File: src/rtl/mem_portb_arbiter_if.sv
// Port-B bundle: CPU and loader request channels plus the shared memory port.
interface mem_portb_arbiter_if #(
    parameter int unsigned DW = 32
);
    logic          CpuReq;
    logic          CpuWe;
    logic [DW-1:0] CpuAddr;
    logic [DW-1:0] CpuWData;
    logic          CpuAck;
    logic [DW-1:0] CpuRData;
    logic          CpuErr;

    logic          LdrReq;
    logic          LdrWe;
    logic [DW-1:0] LdrAddr;
    logic [DW-1:0] LdrWData;
    logic          LdrAck;
    logic [DW-1:0] LdrRData;
    logic          LdrErr;

    logic [DW-1:0] AddressB;
    logic [DW-1:0] WriteData;
    logic          EnableWriteB;
    logic [DW-1:0] ReadDataB;
    logic          Owner;
    logic          Busy;

    // Requester / memory side.
    modport master (
        output CpuReq, CpuWe, CpuAddr, CpuWData,
        output LdrReq, LdrWe, LdrAddr, LdrWData,
        output ReadDataB,
        input  CpuAck, CpuRData, CpuErr,
        input  LdrAck, LdrRData, LdrErr,
        input  AddressB, WriteData, EnableWriteB, Owner, Busy
    );

    // Arbiter side.
    modport slave (
        input  CpuReq, CpuWe, CpuAddr, CpuWData,
        input  LdrReq, LdrWe, LdrAddr, LdrWData,
        input  ReadDataB,
        output CpuAck, CpuRData, CpuErr,
        output LdrAck, LdrRData, LdrErr,
        output AddressB, WriteData, EnableWriteB, Owner, Busy
    );
endinterface

File: src/rtl/mem_portb_arbiter.sv
// Round-robin arbiter sharing memory port B between the CPU and the UART loader.
// Each access runs IDLE -> ACCESS -> RESP; misaligned words never write.
module mem_portb_arbiter #(
    parameter int unsigned DW = 32
) (
    input logic                clk,
    input logic                reset,
    mem_portb_arbiter_if.slave bus
);
    typedef enum logic [1:0] {IDLE, ACCESS, RESP} state_t;

    state_t        state, state_d;
    logic [DW-1:0] addr_q, addr_d;
    logic [DW-1:0] wdata_q, wdata_d;
    logic [DW-1:0] cpu_rdata_q, cpu_rdata_d;
    logic [DW-1:0] ldr_rdata_q, ldr_rdata_d;
    logic          we_q, we_d;
    logic          winner_q, winner_d;
    logic          owner_q, owner_d;
    logic          wen_q, wen_d;
    logic          cpu_ack_q, cpu_ack_d, cpu_err_q, cpu_err_d;
    logic          ldr_ack_q, ldr_ack_d, ldr_err_q, ldr_err_d;
    logic          busy_q, busy_d;
    logic          grant_ldr;
    logic          aligned;

    assign aligned = (addr_q[1:0] == 2'b00);

    // Next-state and next-output logic.
    always_comb begin
        state_d     = state;
        addr_d      = addr_q;
        wdata_d     = wdata_q;
        we_d        = we_q;
        winner_d    = winner_q;
        owner_d     = owner_q;
        cpu_rdata_d = cpu_rdata_q;
        ldr_rdata_d = ldr_rdata_q;
        wen_d       = 1'b0;
        cpu_ack_d   = 1'b0;
        cpu_err_d   = 1'b0;
        ldr_ack_d   = 1'b0;
        ldr_err_d   = 1'b0;
        grant_ldr   = 1'b0;
        unique case (state)
            IDLE: begin
                if (bus.CpuReq || bus.LdrReq) begin
                    // On a tie the requester that was not granted last wins.
                    grant_ldr = bus.LdrReq && (!bus.CpuReq || !owner_q);
                    winner_d  = grant_ldr;
                    owner_d   = grant_ldr;
                    addr_d    = grant_ldr ? bus.LdrAddr  : bus.CpuAddr;
                    wdata_d   = grant_ldr ? bus.LdrWData : bus.CpuWData;
                    we_d      = grant_ldr ? bus.LdrWe    : bus.CpuWe;
                    wen_d     = we_d && (addr_d[1:0] == 2'b00);
                    state_d   = ACCESS;
                end
            end
            ACCESS: begin
                state_d = RESP;
                if (winner_q) begin
                    ldr_ack_d = 1'b1;
                    ldr_err_d = !aligned;
                    if (!we_q && aligned) ldr_rdata_d = bus.ReadDataB;
                end else begin
                    cpu_ack_d = 1'b1;
                    cpu_err_d = !aligned;
                    if (!we_q && aligned) cpu_rdata_d = bus.ReadDataB;
                end
            end
            RESP: begin
                state_d = IDLE;
            end
            default: begin
                state_d = IDLE;
            end
        endcase
        busy_d = (state_d != IDLE);
    end

    // State and registered outputs.
    always_ff @(posedge clk) begin
        if (reset) begin
            state       <= IDLE;
            addr_q      <= '0;
            wdata_q     <= '0;
            we_q        <= 1'b0;
            winner_q    <= 1'b0;
            owner_q     <= 1'b1;
            cpu_rdata_q <= '0;
            ldr_rdata_q <= '0;
            wen_q       <= 1'b0;
            cpu_ack_q   <= 1'b0;
            cpu_err_q   <= 1'b0;
            ldr_ack_q   <= 1'b0;
            ldr_err_q   <= 1'b0;
            busy_q      <= 1'b0;
        end else begin
            state       <= state_d;
            addr_q      <= addr_d;
            wdata_q     <= wdata_d;
            we_q        <= we_d;
            winner_q    <= winner_d;
            owner_q     <= owner_d;
            cpu_rdata_q <= cpu_rdata_d;
            ldr_rdata_q <= ldr_rdata_d;
            wen_q       <= wen_d;
            cpu_ack_q   <= cpu_ack_d;
            cpu_err_q   <= cpu_err_d;
            ldr_ack_q   <= ldr_ack_d;
            ldr_err_q   <= ldr_err_d;
            busy_q      <= busy_d;
        end
    end

    assign bus.AddressB     = addr_q;
    assign bus.WriteData    = wdata_q;
    assign bus.EnableWriteB = wen_q;
    assign bus.CpuAck       = cpu_ack_q;
    assign bus.CpuErr       = cpu_err_q;
    assign bus.CpuRData     = cpu_rdata_q;
    assign bus.LdrAck       = ldr_ack_q;
    assign bus.LdrErr       = ldr_err_q;
    assign bus.LdrRData     = ldr_rdata_q;
    assign bus.Owner        = owner_q;
    assign bus.Busy         = busy_q;
endmodule

File: src/flat_wrapper.sv
// flat-port wrapper written by rule: the top's interface ports become plain ports
module mem_portb_arbiter_flat 
#(
    parameter int unsigned DW = 32
)
  (clk, reset, bus_CpuReq, bus_CpuWe, bus_CpuAddr, bus_CpuWData, bus_LdrReq, bus_LdrWe, bus_LdrAddr, bus_LdrWData, bus_ReadDataB, bus_CpuAck, bus_CpuRData, bus_CpuErr, bus_LdrAck, bus_LdrRData, bus_LdrErr, bus_AddressB, bus_WriteData, bus_EnableWriteB, bus_Owner, bus_Busy);
  mem_portb_arbiter_if #(.DW(DW)) bus_i ();
  input logic clk;
  input logic reset;
  input wire logic [$bits(bus_i.CpuReq)-1:0] bus_CpuReq;
  input wire logic [$bits(bus_i.CpuWe)-1:0] bus_CpuWe;
  input wire logic [$bits(bus_i.CpuAddr)-1:0] bus_CpuAddr;
  input wire logic [$bits(bus_i.CpuWData)-1:0] bus_CpuWData;
  input wire logic [$bits(bus_i.LdrReq)-1:0] bus_LdrReq;
  input wire logic [$bits(bus_i.LdrWe)-1:0] bus_LdrWe;
  input wire logic [$bits(bus_i.LdrAddr)-1:0] bus_LdrAddr;
  input wire logic [$bits(bus_i.LdrWData)-1:0] bus_LdrWData;
  input wire logic [$bits(bus_i.ReadDataB)-1:0] bus_ReadDataB;
  output wire logic [$bits(bus_i.CpuAck)-1:0] bus_CpuAck;
  output wire logic [$bits(bus_i.CpuRData)-1:0] bus_CpuRData;
  output wire logic [$bits(bus_i.CpuErr)-1:0] bus_CpuErr;
  output wire logic [$bits(bus_i.LdrAck)-1:0] bus_LdrAck;
  output wire logic [$bits(bus_i.LdrRData)-1:0] bus_LdrRData;
  output wire logic [$bits(bus_i.LdrErr)-1:0] bus_LdrErr;
  output wire logic [$bits(bus_i.AddressB)-1:0] bus_AddressB;
  output wire logic [$bits(bus_i.WriteData)-1:0] bus_WriteData;
  output wire logic [$bits(bus_i.EnableWriteB)-1:0] bus_EnableWriteB;
  output wire logic [$bits(bus_i.Owner)-1:0] bus_Owner;
  output wire logic [$bits(bus_i.Busy)-1:0] bus_Busy;
  assign bus_i.CpuReq = bus_CpuReq;
  assign bus_i.CpuWe = bus_CpuWe;
  assign bus_i.CpuAddr = bus_CpuAddr;
  assign bus_i.CpuWData = bus_CpuWData;
  assign bus_i.LdrReq = bus_LdrReq;
  assign bus_i.LdrWe = bus_LdrWe;
  assign bus_i.LdrAddr = bus_LdrAddr;
  assign bus_i.LdrWData = bus_LdrWData;
  assign bus_i.ReadDataB = bus_ReadDataB;
  assign bus_CpuAck = bus_i.CpuAck;
  assign bus_CpuRData = bus_i.CpuRData;
  assign bus_CpuErr = bus_i.CpuErr;
  assign bus_LdrAck = bus_i.LdrAck;
  assign bus_LdrRData = bus_i.LdrRData;
  assign bus_LdrErr = bus_i.LdrErr;
  assign bus_AddressB = bus_i.AddressB;
  assign bus_WriteData = bus_i.WriteData;
  assign bus_EnableWriteB = bus_i.EnableWriteB;
  assign bus_Owner = bus_i.Owner;
  assign bus_Busy = bus_i.Busy;
  mem_portb_arbiter #(.DW(DW)) u_core (.clk(clk), .reset(reset), .bus(bus_i));
endmodule
File: config.mk
export PLATFORM = sky130hd
export DESIGN_NAME = mem_portb_arbiter_flat
export DESIGN_NICKNAME = d
export VERILOG_FILES = /design/src/rtl/mem_portb_arbiter_if.sv /design/src/rtl/mem_portb_arbiter.sv /design/src/flat_wrapper.sv
export SDC_FILE = /design/constraint.sdc
export NUM_CORES = 1
export LEC_CHECK = 0
export CAP_MARGIN = 20
export CORE_MARGIN = 2
export CORE_UTILIZATION = 35
export DETAILED_ROUTE_END_ITERATION = 8
export HOLD_SLACK_MARGIN = 0.05
export PLACE_DENSITY = 0.75
export SLEW_MARGIN = 10
export SYNTH_ARGS = -nofsm -noshare
export SYNTH_HDL_FRONTEND = slang
export SYNTH_SLANG_ARGS = --single-unit
File: constraint.sdc
create_clock -name clk -period 1.5 [get_ports clk]
set_input_delay 0.15 -clock clk [delete_from_list [all_inputs] [get_ports clk]]
set_output_delay 0.15 -clock clk [all_outputs]
set_load 0.1 [all_outputs]
==> flow_summary_export.csv, run 1 <==
group,metric,value,unit
placement,placed_cell_area,0.0106,mm²
power,clock_power_share,0.326,
power,power_frac_seq,0.320,
hold_path,hold_path_class,"in2reg",
timing,drv_slew,0,
synth,synth.top_cell.area_share,0.472,
timing,fin_worst_skew,8.81,ps
die,ioPinCount,301,
global_route,globalRouteMet3Util,0.0737,
finish,fin_nets,1111,
power,pwr-share-comb,0.353,
synth,ys_types,28,
global_route,gr-total-overflow,0,
clock_network,clock_sinks,139,
die,num_rows,47,
routing,vias_per_cell,4.98,
critical_path,setup.worst_path.class,"reg2reg",
status,failed_checks,"negative setup slack",
timing,setup_viol,30,
global_route,grt_max_degree,95,
synth,yosysTopAreaCell,"dfxtp_1",
clock_network,clockBufferDepth,2,
global_route,grt_pass1_vias,5823,
critical_path,cp-start-kind,"flop",
clock_network,root_buffer,"clkbuf_16",
clock_network,cts_tree,"done",
routing,wl,20.3,mm
synth,syn_avg_cell_area,9.10,µm²
routing,drc,0,
routing,wire_per_inst,17.2,µm
finish,area_delta_synth_final,93.3,%
placement,dp_hpwl,14.6,mm
die,die_x,134,µm
timing,hold_viol_final,0,
global_route,use_met2,0.385,
finish,mostFrequentLayoutCells,"clkdlybuf4s50_1, buf_12, dfxtp_1, nand2_1, nand2b_1",
clock_network,htreeDepth,4,
routing,drtIter0Drc,269,
finish,final_common_cell,"clkdlybuf4s50_1",
clock_network,clkTransAtPathRegs,60,ps
finish,drive_above_1_share,0.232,
finish,final_core_util,0.690,
synth,yosysSeqAreaShare,0.472,
power,switching_share,0.360,
global_route,top_usage_layer,"met2",
power,power,0.0133,W
synth,synthTopCellsByArea,"dfxtp_1, mux2i_1, nand2b_1",
global_route,use_met1,0.251,
die,die_h,134,µm
critical_path,required,1820,ps
timing,period_needed,1730,ps
power,leakagePower,4.59,nW
critical_path,crit_arrival,2060,ps
die,core,0.0165,mm²
routing,ant_nets,0,
die,dieArea,0.0179,mm²
placement,place_congestion,0.850,
power,ir_worst_vdd,0.774,mV
die,start_util,0.357,
power,internal_power,0.00855,W
power,power_density,1170,mW/mm²
synth,yosysWarnings,0,
routing,dr.pass1.iters,5,
synth,ys_ff_latch,139,
finish,final_area,0.0114,mm²
synth,synth_nets,814,
clock_network,clkLatencyLatePin,420,ps
timing,maxSlewHeadroom,0.687,
global_route,antenna_found_initial,0,
timing,tns,-4730,ps
finish,n_fill_cell,1181,
timing,fmax,577,MHz
timing,worst_pin_slew,470,ps
timing,rsz0062_at_grt,"yes",
critical_path,worst-path-max-fanout,8,
critical_path,cp-end-kind,"flop",
placement,dp_slack,-245,ps
synth,syn_area,0.00590,mm²
critical_path,r2r_slack,-230,ps
global_route,track_usage,0.220,
synth,synthCells,648,
timing,period_share,1.16,
job,cap_violations,0,
clock_network,cts_buffers,17,
routing,vias,5867,
finish,antenna_cells,0,
power,power_switching,0.00480,W
status,outcome,"complete, but fails checks",
global_route,grt_pass1_wl,30.8,mm
timing,setup_slack,-233,ps
placement,numPortBuffers,300,
[layout make-up]
type / instances / area (µm²) / area share
Multi-Input combinational cell: 447 / 2880 / 0.253
Tap cell: 220 / 275 / 0.0241
Clock buffer: 19 / 443 / 0.0389
Sequential cell: 139 / 2790 / 0.245
Timing Repair Buffer: 338 / 4830 / 0.424
Clock inverter: 13 / 165 / 0.0145
Inverter: 2 / 7.51 / 0.000659
[routing by layer]
layer | vias to the layer above | part of all wire
li1 | 2860 | -
met1 | 2722 | 0.39
met2 | 260 | 0.51
met3 | 25 | 0.081
met4 | 0 | 0.018
met5 | - | 0
[worst paths after layout]
check / from / to / depth (start not counted)
setup / recovery: u_core.bus.AddressB[0]$_SDFFE_PP0P_ / u_core.bus.CpuRData[12]$_SDFFE_PP0P_ / 5
hold / removal: bus_LdrWData[17] / u_core.bus.WriteData[17]$_SDFFE_PP0P_ / 3
setup reg to reg: u_core.bus.AddressB[0]$_SDFFE_PP0P_ / u_core.bus.CpuRData[12]$_SDFFE_PP0P_ / 5
hold reg to reg: u_core.bus.CpuRData[15]$_SDFFE_PP0P_ / u_core.bus.CpuRData[15]$_SDFFE_PP0P_ / 2
[state kept, by name (all words and copies together) (netlist names), 2 cells and up]
signal                cells
u_core.bus.WriteData     32
u_core.bus.AddressB      32
u_core.state              2
u_core.bus.LdrRData      32
u_core.bus.CpuRData      32
[per-stage QoR]
step	hold slack, ps	cells
global route	295	1178
floorplan	299	648
CTS	281	1174
global placement	413	1137
detailed placement	418	1137
finish	298	1178
[cell families (layout without fill, tap and decap cells)]
kind of cell	after synthesis	count (layout)	synth area share
muxes	67	67	0.114
AOI/OAI and AO/OA	137	137	0.161
DFF	139	139	0.472
buffers and inverters	62	372	0.0471
and+or+nand+nor	243	243	0.206
[timing repair]
| action | 4_1_cts | 5_1_grt |
|---|---|---|
| resized for setup | 2 | 2 |
| hold buffers | 1 | 0 |
| hold endpoints to repair | 1 | 0 |
| endpoints found under the setup margin | 63 | 98 |
| gates cloned | 1 | 2 |
| setup buffers | 3 | 2 |
| pin swaps | 1 | 4 |
[critical path, cell delays in order (launching register included)]
cell and delay [ps]:
dfxtp_4 340, or4b_4 560, nor3_4 160, buf_4 180, buf_12 140, mux2i_1 250
[synthesized netlist by cell type]
library cell  number
nor4b_1            1
mux2_2             2
or4b_4             1
nand2b_1          96
or3b_2             1
dfxtp_1          139
a221o_1            1
nand3b_1           1
a21oi_1           66
buf_1              5
nor3_4             1
nand2_1          132
buf_6              3
a211oi_1           1
or3_4              1
mux2i_1           65
nor2_1             2
and2_1             3
o21a_1             2
a21boi_0           1
nor4_1             1
nor2b_1            2
inv_1              2
buf_2             18
clkbuf_1          34
a311oi_1          64
or2_1              1
a21bo_2            2
[power groups by stage]
stage	clock network [W]	logic (W)	registers [W]
after global placement	0	0.00461	0.00435
final	0.00435	0.00472	0.00428
after detailed placement	0	0.00464	0.00436
after CTS	0.00443	0.00469	0.00428
after floorplan	0	0.000824	0.00612
after global routing	0.00461	0.00488	0.00431
(Power assumes the default switching activity.)
==> run 2: changes to the inputs <==
- PLACE_DENSITY: 0.75 -> 0.72
==> flow_summary_export.csv, run 2 (same netlist as run 1, synthesis figures left out) <==
group,metric,value,unit
status,outcome,"complete, but fails checks",
status,failed_checks,"negative setup slack",
timing,tns,-3730,ps
die,die_x,134,µm
hold_path,hold_depth,3,
finish,antenna_cells,0,
global_route,track_usage,0.227,
critical_path,required,1840,ps
clock_network,cts_tree,"done",
routing,vias,5904,
finish,mostFrequentLayoutCells,"clkdlybuf4s50_1, buf_12, dfxtp_1, nand2_1, nand2b_1",
clock_network,htreeDepth,4,
critical_path,crit_arrival,1980,ps
clock_network,root_buffer,"clkbuf_16",
finish,fin_nets,1114,
global_route,grt_pass1_vias,5939,
routing,drc,0,
placement,place_congestion,0.861,
timing,maxSlewHeadroom,0.775,
power,power_density,1170,mW/mm²
critical_path,reg2reg_to,"u_core.bus.CpuRData[11]$_SDFFE_PP0P_",
die,core,0.0165,mm²
routing,ant_nets,0,
hold_path,hold_path_class,"in2reg",
critical_path,r2r_slack,-140,ps
routing,wire_per_inst,17.9,µm
clock_network,clockBufferDepth,2,
clock_network,clock_sinks,139,
critical_path,worst-path-max-fanout,7,
die,ioPinCount,301,
critical_path,cp-start-kind,"flop",
clock_network,cts_buffers,17,
finish,final_core_util,0.695,
critical_path,cp-end-kind,"flop",
critical_path,r2r-start,"u_core.bus.AddressB[0]$_SDFFE_PP0P_",
timing,setup_viol,32,
placement,dp_hpwl,15.1,mm
hold_path,min-delay-start,"reset",
routing,wl,21.1,mm
global_route,gr-total-overflow,0,
timing,setup_slack,-139,ps
placement,numPortBuffers,300,
job,cap_violations,0,
finish,area_delta_synth_final,94.7,%
finish,final_common_cell,"clkdlybuf4s50_1",
timing,whs,119,ps
die,num_rows,47,
global_route,use_met1,0.249,
global_route,antenna_found_initial,0,
critical_path,rr_worst_depth,5,
hold_path,min_delay_worst_endpoint,"u_core.bus.Busy$_SDFF_PP0_",
timing,period_needed,1640,ps
routing,vias_per_cell,5.00,
timing,fin_worst_skew,8.30,ps
global_route,top_usage_layer,"met2",
global_route,grt_max_degree,93,
timing,period_share,1.09,
timing,rsz0062_at_grt,"yes",
global_route,globalRouteMet3Util,0.0714,
power,leakagePower,4.63,nW
routing,drtIter0Drc,270,
die,die_h,134,µm
routing,dr.pass1.iters,4,
critical_path,setup.worst_path.class,"reg2reg",
die,dieArea,0.0179,mm²
timing,worst_pin_slew,337,ps
global_route,use_met2,0.408,
timing,fmax,610,MHz
power,ir_worst_vdd,0.758,mV
timing,hold_viol_final,0,
clock_network,clkTransAtPathRegs,60,ps
global_route,grt_pass1_wl,31.5,mm
clock_network,clkLatencyLatePin,410,ps
timing,drv_slew,0,
finish,drive_above_1_share,0.235,
die,start_util,0.357,
[run 2: cell count changes in the layout (fill, tap and decap cells not counted), moves of 2 or more]
cell / previous run / this run
buf_4: 24 / 22
buf_6: 0 / 2
clkinv_4: 1 / 3
buf_12: 146 / 149
[run 2: power by group]
part | total [W] | internal, W | switching, W | leakage, nW
Clock | 0.00439 | 0.00272 | 0.00167 | 0.296
Combinational | 0.00476 | 0.00193 | 0.00284 | 3.20
Sequential | 0.00428 | 0.00398 | 0.000301 | 1.14
[run 2: per-layer routing]
| metal | up-vias | share of wire |
|---|---|---|
| met1 | 2754 | 0.38 |
| met2 | 266 | 0.51 |
| met4 | 0 | 0.023 |
| li1 | 2857 | - |
| met5 | - | 0 |
| met3 | 27 | 0.087 |
[run 2: layout make-up]
type	instances	area, µm²
repair buffers	341	4910
multi-input cells	447	2870
flip-flops and latches	139	2790
well taps	220	275
inverters	2	7.51
clock buffers	19	453
fillers	1191	5040
clock inverters	13	166
[run 2: repair_timing]
action                     in CTS  in global routing
setup endpoints to repair      60                 41
pin swaps                       0                  2
hold buffers                    0                  0
gates resized for setup         2                  4
setup buffers                   2                  1
gates cloned                    1                  3
[run 2: worst max-delay path by stage]
| stage | from | endpoint | slack, ps | cells past startpoint |
|---|---|---|---|---|
| floorplan | u_core.bus.AddressB[0]$_SDFFE_PP0P_ | u_core.bus.CpuRData[0]$_SDFFE_PP0P_ | -140 | 4 |
| global placement | bus_LdrReq | u_core.bus.WriteData[7]$_SDFFE_PP0P_ | -200 | 5 |
| detailed placement | bus_LdrReq | u_core.bus.WriteData[8]$_SDFFE_PP0P_ | -280 | 5 |
| CTS | u_core.bus.AddressB[0]$_SDFFE_PP0P_ | u_core.bus.CpuRData[16]$_SDFFE_PP0P_ | -160 | 5 |
| global route | u_core.bus.AddressB[0]$_SDFFE_PP0P_ | u_core.bus.CpuRData[16]$_SDFFE_PP0P_ | -240 | 5 |
| finish | u_core.bus.AddressB[0]$_SDFFE_PP0P_ | u_core.bus.CpuRData[11]$_SDFFE_PP0P_ | -140 | 5 |
[run 2: worst max-delay path: stages, from the launching register on]
cell	delay (ps)
dfxtp_4	340
or4b_4	550
nor3_4	140
buf_4	180
clkbuf_16	170
mux2i_1	190
[run 2: stage by stage]
stage          cells  worst slack (ps)  cell area [µm²]  total power, W
3_3_place_gp    1142              -197            10700         0.00899
2_1_floorplan    648              -140             5920         0.00695
6_report        1181              -139            11500          0.0134
5_1_grt         1181              -237            11500          0.0139
4_1_cts         1177              -157            11400          0.0135
3_5_place_dp    1142              -276            10700         0.00904
